[config.mk]
export PLATFORM = sky130hd
export DESIGN_NAME = midi_transmitter
export DESIGN_NICKNAME = d
export VERILOG_FILES = /design/src/rtl/midi_transmitter_pkg.sv /design/src/rtl/midi_transmitter_tx_byte.sv /design/src/rtl/midi_transmitter.sv
export SDC_FILE = /design/constraint.sdc
export NUM_CORES = 1
export LEC_CHECK = 0
export ABC_CLOCK_PERIOD_IN_PS = 7750
export CAP_MARGIN = 10
export CELL_PAD_IN_SITES_DETAIL_PLACEMENT = 0
export CELL_PAD_IN_SITES_GLOBAL_PLACEMENT = 1
export CORE_ASPECT_RATIO = 1.5
export CORE_MARGIN = 5
export CORE_UTILIZATION = 45
export CTS_CLUSTER_SIZE = 24
export DETAILED_ROUTE_END_ITERATION = 16
export PLACE_DENSITY = 0.89
export SETUP_SLACK_MARGIN = 0.02
export SLEW_MARGIN = 20
export SYNTH_ARGS = -nofsm -noshare
export SYNTH_HDL_FRONTEND = slang
export SYNTH_SLANG_ARGS = --single-unit
[constraint.sdc]
create_clock -name clock_50_000_000 -period 7.75 [get_ports clock_50_000_000]
set_input_delay 1.1625 -clock clock_50_000_000 [delete_from_list [all_inputs] [get_ports clock_50_000_000]]
set_output_delay 1.1625 -clock clock_50_000_000 [all_outputs]
set_load 0.01 [all_outputs]
[src/rtl/midi_transmitter_pkg.sv]
// Shared MIDI message definitions used by the receive parser and the transmit path.
package MIDI;

  typedef struct packed {
    logic [3:0] message_type;
    logic [3:0] channel;
    logic [7:0] data_byte1;
    logic [7:0] data_byte2;
  } message_t;

  localparam logic [3:0] NOTE_OFF         = 4'h8;
  localparam logic [3:0] NOTE_ON          = 4'h9;
  localparam logic [3:0] POLY_PRESSURE    = 4'hA;
  localparam logic [3:0] CONTROL_CHANGE   = 4'hB;
  localparam logic [3:0] PROGRAM_CHANGE   = 4'hC;
  localparam logic [3:0] CHANNEL_PRESSURE = 4'hD;
  localparam logic [3:0] PITCH_BEND       = 4'hE;
  localparam logic [3:0] SYSTEM           = 4'hF;

  localparam int CLKS_PER_BIT_31250 = 1600;

  typedef enum logic [1:0] {
    TX_IDLE,
    TX_LOAD,
    TX_SEND
  } tx_state_e;

  // Zero marks a type this path cannot transmit (system and non-status nibbles).
  function automatic logic [1:0] data_byte_count(input logic [3:0] message_type);
    case (message_type)
      NOTE_OFF, NOTE_ON, POLY_PRESSURE, CONTROL_CHANGE, PITCH_BEND: data_byte_count = 2'd2;
      PROGRAM_CHANGE, CHANNEL_PRESSURE:                            data_byte_count = 2'd1;
      default:                                                     data_byte_count = 2'd0;
    endcase
  endfunction

endpackage

[src/rtl/midi_transmitter_tx_byte.sv]
// 8N1 byte serializer: start bit, 8 data bits LSB first, stop bit.
module uart_tx_byte #(
  parameter int CLKS_PER_BIT = 1600
) (
  input  logic       clk,
  input  logic       reset,
  input  logic [7:0] byte_in,
  input  logic       byte_start,
  output logic       tx,
  output logic       busy,
  output logic       byte_done
);

  localparam int CW = (CLKS_PER_BIT > 1) ? $clog2(CLKS_PER_BIT) : 1;
  localparam logic [CW-1:0] CNT_LAST = CW'(CLKS_PER_BIT - 1);

  logic [CW-1:0] cnt_q, cnt_d;
  logic [3:0]    idx_q, idx_d;
  logic [9:0]    frame_q, frame_d;
  logic          busy_q, busy_d;

  // byte_done marks the final cycle of the stop bit, so a byte_start issued
  // in that cycle puts the next start bit directly behind the stop bit.
  always_comb begin
    cnt_d     = cnt_q;
    idx_d     = idx_q;
    frame_d   = frame_q;
    busy_d    = busy_q;
    byte_done = busy_q && (cnt_q == CNT_LAST) && (idx_q == 4'd9);
    if (busy_q) begin
      if (cnt_q == CNT_LAST) begin
        cnt_d = '0;
        if (idx_q == 4'd9) busy_d = 1'b0;
        else               idx_d  = idx_q + 4'd1;
      end else begin
        cnt_d = cnt_q + CW'(1);
      end
    end
    if (byte_start) begin
      frame_d = {1'b1, byte_in, 1'b0};
      busy_d  = 1'b1;
      cnt_d   = '0;
      idx_d   = '0;
    end
  end

  always_ff @(posedge clk) begin
    if (reset) begin
      cnt_q   <= '0;
      idx_q   <= '0;
      frame_q <= '1;
      busy_q  <= 1'b0;
    end else begin
      cnt_q   <= cnt_d;
      idx_q   <= idx_d;
      frame_q <= frame_d;
      busy_q  <= busy_d;
    end
  end

  assign tx   = busy_q ? frame_q[idx_q] : 1'b1;
  assign busy = busy_q;

endmodule

[src/rtl/midi_transmitter.sv]
// MIDI OUT: turns a parsed channel message into status + data bytes on a 31250-baud line.
module midi_transmitter
  import MIDI::*;
#(
  parameter int CLKS_PER_BIT   = CLKS_PER_BIT_31250,
  parameter bit RUNNING_STATUS = 1'b1
) (
  input  logic     clock_50_000_000,
  input  logic     reset,
  input  message_t message,
  input  logic     message_valid,
  output logic     tx_ready,
  output logic     message_done,
  output logic     message_error,
  output logic     midi_tx
);

  tx_state_e       state_q, state_d;
  logic [2:0][7:0] bytes_q, bytes_d;
  logic [1:0]      last_idx_q, last_idx_d;
  logic [1:0]      byte_index_q, byte_index_d;
  logic [7:0]      last_status_q, last_status_d;
  logic            message_error_q, message_error_d;

  logic [7:0] status;
  logic [1:0] count;
  logic [1:0] next_index;
  logic       skip_status, last_done, offer, accept;
  logic [7:0] ser_byte;
  logic       ser_start, ser_busy, ser_done;

  assign status      = {message.message_type, message.channel};
  assign count       = data_byte_count(message.message_type);
  assign next_index  = byte_index_q + 2'd1;
  // last_status resets to 0x00, which never matches a real status byte.
  assign skip_status = RUNNING_STATUS && (status == last_status_q);
  assign last_done   = (state_q == TX_SEND) && ser_done && (byte_index_q == last_idx_q);
  assign tx_ready    = ((state_q == TX_IDLE) && !ser_busy) || last_done;
  assign offer       = message_valid && tx_ready;
  assign accept      = offer && (count != 2'd0);

  always_comb begin
    state_d         = state_q;
    bytes_d         = bytes_q;
    last_idx_d      = last_idx_q;
    byte_index_d    = byte_index_q;
    last_status_d   = last_status_q;
    message_error_d = offer && (count == 2'd0);
    ser_start       = 1'b0;
    ser_byte        = (next_index == 2'd1) ? bytes_q[1] : bytes_q[2];

    case (state_q)
      TX_LOAD: state_d = TX_SEND;
      TX_SEND: begin
        if (ser_done) begin
          if (byte_index_q == last_idx_q) begin
            state_d = TX_IDLE;
          end else begin
            byte_index_d = next_index;
            ser_start    = 1'b1;
          end
        end
      end
      default: ;
    endcase

    // The first byte goes to the serializer on the accept edge itself so the
    // start bit appears one cycle later; LOAD is just the settling step.
    if (accept) begin
      bytes_d[0]   = status;
      bytes_d[1]   = message.data_byte1 & 8'h7F;
      bytes_d[2]   = message.data_byte2 & 8'h7F;
      last_idx_d   = count;
      byte_index_d = skip_status ? 2'd1 : 2'd0;
      ser_byte     = skip_status ? (message.data_byte1 & 8'h7F) : status;
      ser_start    = 1'b1;
      state_d      = TX_LOAD;
      if (!skip_status) last_status_d = status;
    end
  end

  always_ff @(posedge clock_50_000_000) begin
    if (reset) begin
      state_q         <= TX_IDLE;
      bytes_q         <= '0;
      last_idx_q      <= '0;
      byte_index_q    <= '0;
      last_status_q   <= 8'h00;
      message_error_q <= 1'b0;
    end else begin
      state_q         <= state_d;
      bytes_q         <= bytes_d;
      last_idx_q      <= last_idx_d;
      byte_index_q    <= byte_index_d;
      last_status_q   <= last_status_d;
      message_error_q <= message_error_d;
    end
  end

  assign message_done  = last_done;
  assign message_error = message_error_q;

  uart_tx_byte #(.CLKS_PER_BIT(CLKS_PER_BIT)) u_tx_byte (
    .clk       (clock_50_000_000),
    .reset     (reset),
    .byte_in   (ser_byte),
    .byte_start(ser_start),
    .tx        (midi_tx),
    .busy      (ser_busy),
    .byte_done (ser_done)
  );

endmodule

Word level (Yosys, flattened, before mapping)

Cells that the tools add are included.

Magnitude comparators: 1
Reductions and logical operators: 26
$add $sub $neg: 3
Muxes and demuxes: 25
Bitwise operators: 2
Eq/ne operators: 19

Operators by type and width:

| operator                                               | number |
|---|---|
| == test 4 bit (second input constant)                  | 8 |
| 2-to-1 mux 8 bit                                       | 2 |
| 2-to-1 mux 1 bit                                       | 12 |
| 2-to-1 mux 2 bit                                       | 6 |
| AND reduction 3 bit                                    | 4 |
| adder 11 x 1 -> 11 bit (second input constant)         | 1 |
| == test 11 bit (second input constant)                 | 1 |
| 2-to-1 mux 11 bit                                      | 1 |
| == test 8 bit                                          | 1 |
| logical AND 1 bit                                      | 8 |
| case mux 2 bit (2 select lines)                        | 2 |
| nonzero test 2 bit                                     | 4 |
| 2-to-1 mux 7 bit                                       | 1 |
| OR reduction 2 bit                                     | 3 |
| < comparator 4 x 5 -> 1 bit (second input constant)    | 1 |
| OR reduction 5 bit                                     | 1 |
| adder 4 x 1 -> 4 bit (second input constant)           | 1 |
| binary-select mux 1 bit (select 4 bit)                 | 1 |
| == test 2 x 1 -> 1 bit (second input constant)         | 2 |
| zero test 2 bit                                        | 2 |
| inequality test 2 bit (second input constant)          | 2 |
| inequality test 3 x 2 -> 1 bit (second input constant) | 1 |
| inequality test 3 bit (second input constant)          | 1 |
| nonzero test 3 bit                                     | 1 |
| 8 further kinds                                        | 9 |

Input port bits: 27
Word-level logic and storage cells: 88
Bits in registers: 54
Output and inout bits: 4

Logic depth before layout (Yosys ltp)

Word-level depth: 10
Depth in mapped cells: 10
Mapped depth without buffers: 9

Cells and area by module

From an unflattened synthesis, not the netlist that was laid out.

Cells, all modules: 325
Area, all modules: 2,817.7 µm²

By module, submodules not included:

| module           | area each (µm²) | times used | cells each |
|---|---|---|---|
| midi_transmitter | 1,644.1         | 1          | 194 |
| uart_tx_byte     | 1,173.6         | 1          | 131 |

Worst setup path before layout

Ideal clock, no wire load.

Path kind: register to output
Start: reg u_tx_byte.cnt_q[0]
End: out tx_ready
Path slack: 4.840 ns
Data arrival time: 1.747 ns
Data required time: 6.588 ns
Cell stages (with the launch flop): 7
Cells stage by stage: dfxtp_1 ha_1 nand2_1 or3_1 buf_6 or4_4 nand2_1

Cells in the longest elaborated chain, start to end: 6

Ends and longest elaborated chain:

| what                           | RTL line                       | text |
|---|---|---|
| from (decl)                    | midi_transmitter_tx_byte.sv:17 | `logic [CW-1:0] cnt_q, cnt_d;` |
| from (signal assigned)         | midi_transmitter_tx_byte.sv:54 | `cnt_q <= cnt_d;` |
| == test 11 bit                 | midi_transmitter_tx_byte.sv:29 | `byte_done = busy_q && (cnt_q == CNT_LAST) && (idx_q == 4'd9);` |
| logical AND 1 bit (2 in a row) | midi_transmitter_tx_byte.sv:29 |  |
| logical AND 1 bit (2 in a row) | midi_transmitter.sv:37         | `assign last_done = (state_q == TX_SEND) && ser_done && (byte_index_q == last_idx_q);` |
| logical OR 1 bit               | midi_transmitter.sv:38         | `assign tx_ready = ((state_q == TX_IDLE) && !ser_busy) \|\| last_done;` |
| to (decl)                      | midi_transmitter.sv:12         | `output logic tx_ready,` |

Every way passes these cells.

Worst setup path in the final report

Same ends and word-level chain as after synthesis.

==> summary.txt <==
Clocking
  – CTS clk-pin slew, worst paths: 90 ps
  – Clock tree buffer depth: 2
  – CTS Sinks: 54
  – TritonCTS clock tree: done
  – Setup bufs post-CTS: 0
  – Hold buffer count at cts: 0
  – CTS root buf: clkbuf_8
  – CTS buffer count: 5
  – Post-CTS sizing: 0
  – H-tree depth: 2
  – Clock latency on the worst-skew pair: 310 ps

Floorplanning
  – Core Rows: 33
  – Die H: 102.2 um
  – Starting density of the core: 0.4648
  – Width of the die: 71.50 um
  – Area of the die: 0.007310 mm2
  – Ports: 31
  – Core Area: 0.005492 mm2

Global route
  – Vias in the first global route: 2158
  – Largest net degree at the start of global routing: 35
  – Initial antenna violation count: 0
  – GR Overflow Total: 0
  – GR Util All Layers: 0.1644
  – First-pass GRT wire length: 9577 um

Drt
  – # DRC: 0
  – Drt pass-1 iters: 4
  – WL per Instance: 14.35 um
  – DRT antenna net count: 0
  – Vias/cell: 5.491
  – Total number of vias: 2136
  – WL final: 5581 um
  – Initial drt markers: 46

STA
  – RSZ-0062 raised after global routing: no
  – Final period util: 0.5089
  – Fin. Hold Viols: 0
  – Worst Skew: 4.762 ps
  – Measured slew at the worst slew-check pin: 1071 ps
  – Pins over their slew limit: 0
  – Setup Viol. Count Final: 0
  – Total negative slack: 0 ps
  – Post-layout min period: 3944 ps
  – Relative slew slack: 0.2860
  – Max Clk Rate: 253.6 MHz

Critical path
  – CP arrival: 2780 ps
  – Crit-path max FO: 8
  – Crit path cell chain: ha_1 -> nand2_1 -> or3_1 -> or4_4 -> nand2_1 -> clkdlybuf4s50_1
  – Startpoint Class: flop
  – Worst Path Class, Setup: reg2out
  – Reg2reg start: u_tx_byte.cnt_q[0]$_SDFFE_PP0P_
  – CP required: 6590 ps
  – Slowest stage delay, CP: 630 ps
  – Delay-heaviest family, CP: simple AND/OR/NAND/NOR gates
  – Critical path buffers and inverters: 1
  – Worst Setup SP: u_tx_byte.cnt_q[0]$_SDFFE_PP0P_
  – Most frequent CP cell: nand2_1
  – Slowest cell on crit path: or4_4
  – CP Capture Type: primary output

Pwr
  – Seq pwr share: 0.494
  – Internal Dissipation: 460.9 uW
  – Comb pwr share: 0.121
  – Sw Share: 0.2325
  – P_leak: 1.193 nW
  – PwrDens: 198.7 mW/mm2
  – Max VDD drop: 121.3 uV
  – Switch Pwr: 139.6 uW
  – Clock power frac: 0.385

Placed design
  – Port bufs: 28
  – Hpwl dp: 4006 um
  – Gpl congestion: 0.8268

Yosys
  – Synth unique cells: 46
  – Number of enable flip-flop cells after synthesis: 0
  – Syn Area/Cell: 8.711 um2
  – Top FF cell, synth: dfxtp_1
  – Synth area leader: dfxtp_1
  – Synth Instances: 293
  – FF+latch count, synth: 54
  – Top cells by area, synth: dfxtp_1 42%, nand2_1 7.8%, mux2i_1 5.9%
  – Mapped cell area: 0.002552 mm2
  – Yosys warnings: 0
  – Syn_nets: 324
  – Synth top area share: 0.4235
  – Register area share after synthesis: 0.4235
  – Fraction of registers with async set/reset: 0

Layout
  – Final #Nets: 349
  – Area Overhead vs Synth: 18.38%
  – N_diodes: 0
  – Commonest non-fill, non-tap cells in the layout: 54 x dfxtp_1, 53 x nand2_1, 28 x clkdlybuf4s50_1
  – Final core utilization: 0.5502
  – Layout cells sized above 1: 0.07210
  – Most common cell after layout, fill and taps aside: dfxtp_1

Run status
  – Status: finished clean

Worst hold path
  – Hold Startpoint: u_tx_byte.frame_q[0]$_SDFFE_PP1P_
  – Hold crit path type: reg2reg

Flow run
  – Max_cap viols: 0
## per-stage QoR
stage	cell area (um2)	hold WS [ps]	power [mW]	cells	worst slack, ps
after floorplan	2552	419.2	0.3464	293	4840
after global placement	2879	434.9	0.3747	381	4144
after detailed placement	2879	440.9	0.3758	381	4127
after CTS	3022	455.5	0.6033	389	3792
after global routing	3022	473.5	0.6268	389	3672
final	3022	454.8	0.6005	389	3806
## synth_stat cells, types with 2 or more instances
cell type and count:
o211ai_1 3, nor2_1 26, o21ai_0 3, nor4_1 2
or3_1 4, nor3_1 5, nand2_1 53, nand4_1 6
inv_1 9, nand3b_1 2, a32oi_1 6, nand2b_1 2
ha_1 4, mux2_2 3, o22ai_1 3, o211ai_2 2
and2_1 2, clkbuf_1 6, nand3_1 5, mux2i_1 15
mux4_2 2, xnor2_1 6, xor2_1 17, a21oi_1 26
a211oi_1 4, buf_1 2, buf_2 3, dfxtp_1 54
## flip-flops by register name (all words and copies together) (netlist names)
register and count:
state_q 2, bytes_q 14, byte_index_q 2, u_tx_byte.frame_q 9
message_error 1, u_tx_byte.cnt_q 11, u_tx_byte.idx_q 4, u_tx_byte.busy 1
last_status_q 8, last_idx_q 2
## worst reg2reg max path: cells and delay by family (launching register included)
family,cells,cell delay (ps)
DFF,1,380
adders and majority gates,1,210
AOI/OAI and AO/OA,2,1060
and+or+nand+nor,4,1630
## metal layers
metal / share of wire / wire (um) / track usage / up-vias
li1: - / - / - / 1073
met1: 0.42 / 2350 / 0.1818 / 1011
met2: 0.52 / 2908 / 0.3052 / 40
met3: 0.034 / 191 / 0.03150 / 12
met4: 0.023 / 130 / 0.06512 / 0
met5: 0 / 0 / 0 / -
## layout make-up
| cell class | instances | area [um2] |
|---|---|---|
| inverter | 10 | 38.79 |
| timing repair buffer | 30 | 295.3 |
| tap | 70 | 87.58 |
| clock inverter | 2 | 60.06 |
| clock buffer | 6 | 82.58 |
| sequential | 54 | 1081 |
| multi-input combinational | 217 | 1376 |
| fill | 515 | 2470 |
## power by group through the flow
stage | registers (mW) | clock network, mW | logic, mW
3_3_place_gp | 0.303 | 0 | 0.0719
4_1_cts | 0.297 | 0.234 | 0.0730
2_1_floorplan | 0.301 | 0 | 0.0457
6_report | 0.297 | 0.231 | 0.0725
5_1_grt | 0.298 | 0.248 | 0.0807
3_5_place_dp | 0.303 | 0 | 0.0726
## path summary, 6_finish.rpt
| path | endpoint | slack (ps) | cells past startpoint |
|---|---|---|---|
| hold reg to reg | u_tx_byte.frame_q[0]$_SDFFE_PP1P_ | 450 | 2 |
| setup reg to reg | u_tx_byte.frame_q[6]$_SDFFE_PP1P_ | 4420 | 7 |
| setup / recovery | tx_ready | 3810 | 6 |
| hold / removal | u_tx_byte.frame_q[0]$_SDFFE_PP1P_ | 450 | 2 |
## kinds of logic (layout without fill, tap and decap cells)
group / after synthesis / count (layout) / share of synthesized area
buffers and inverters: 22 / 48 / 0.03725
flip-flops: 54 / 54 / 0.4235
AND/OR/NAND/NOR: 116 / 116 / 0.2132
XOR/XNOR: 23 / 23 / 0.07892
multiplexers: 20 / 20 / 0.08970
adder cells (fa/ha/maj): 4 / 4 / 0.01961
AO/OA/AOI/OAI: 54 / 54 / 0.1377
Power figures use the tool's default switching activity.
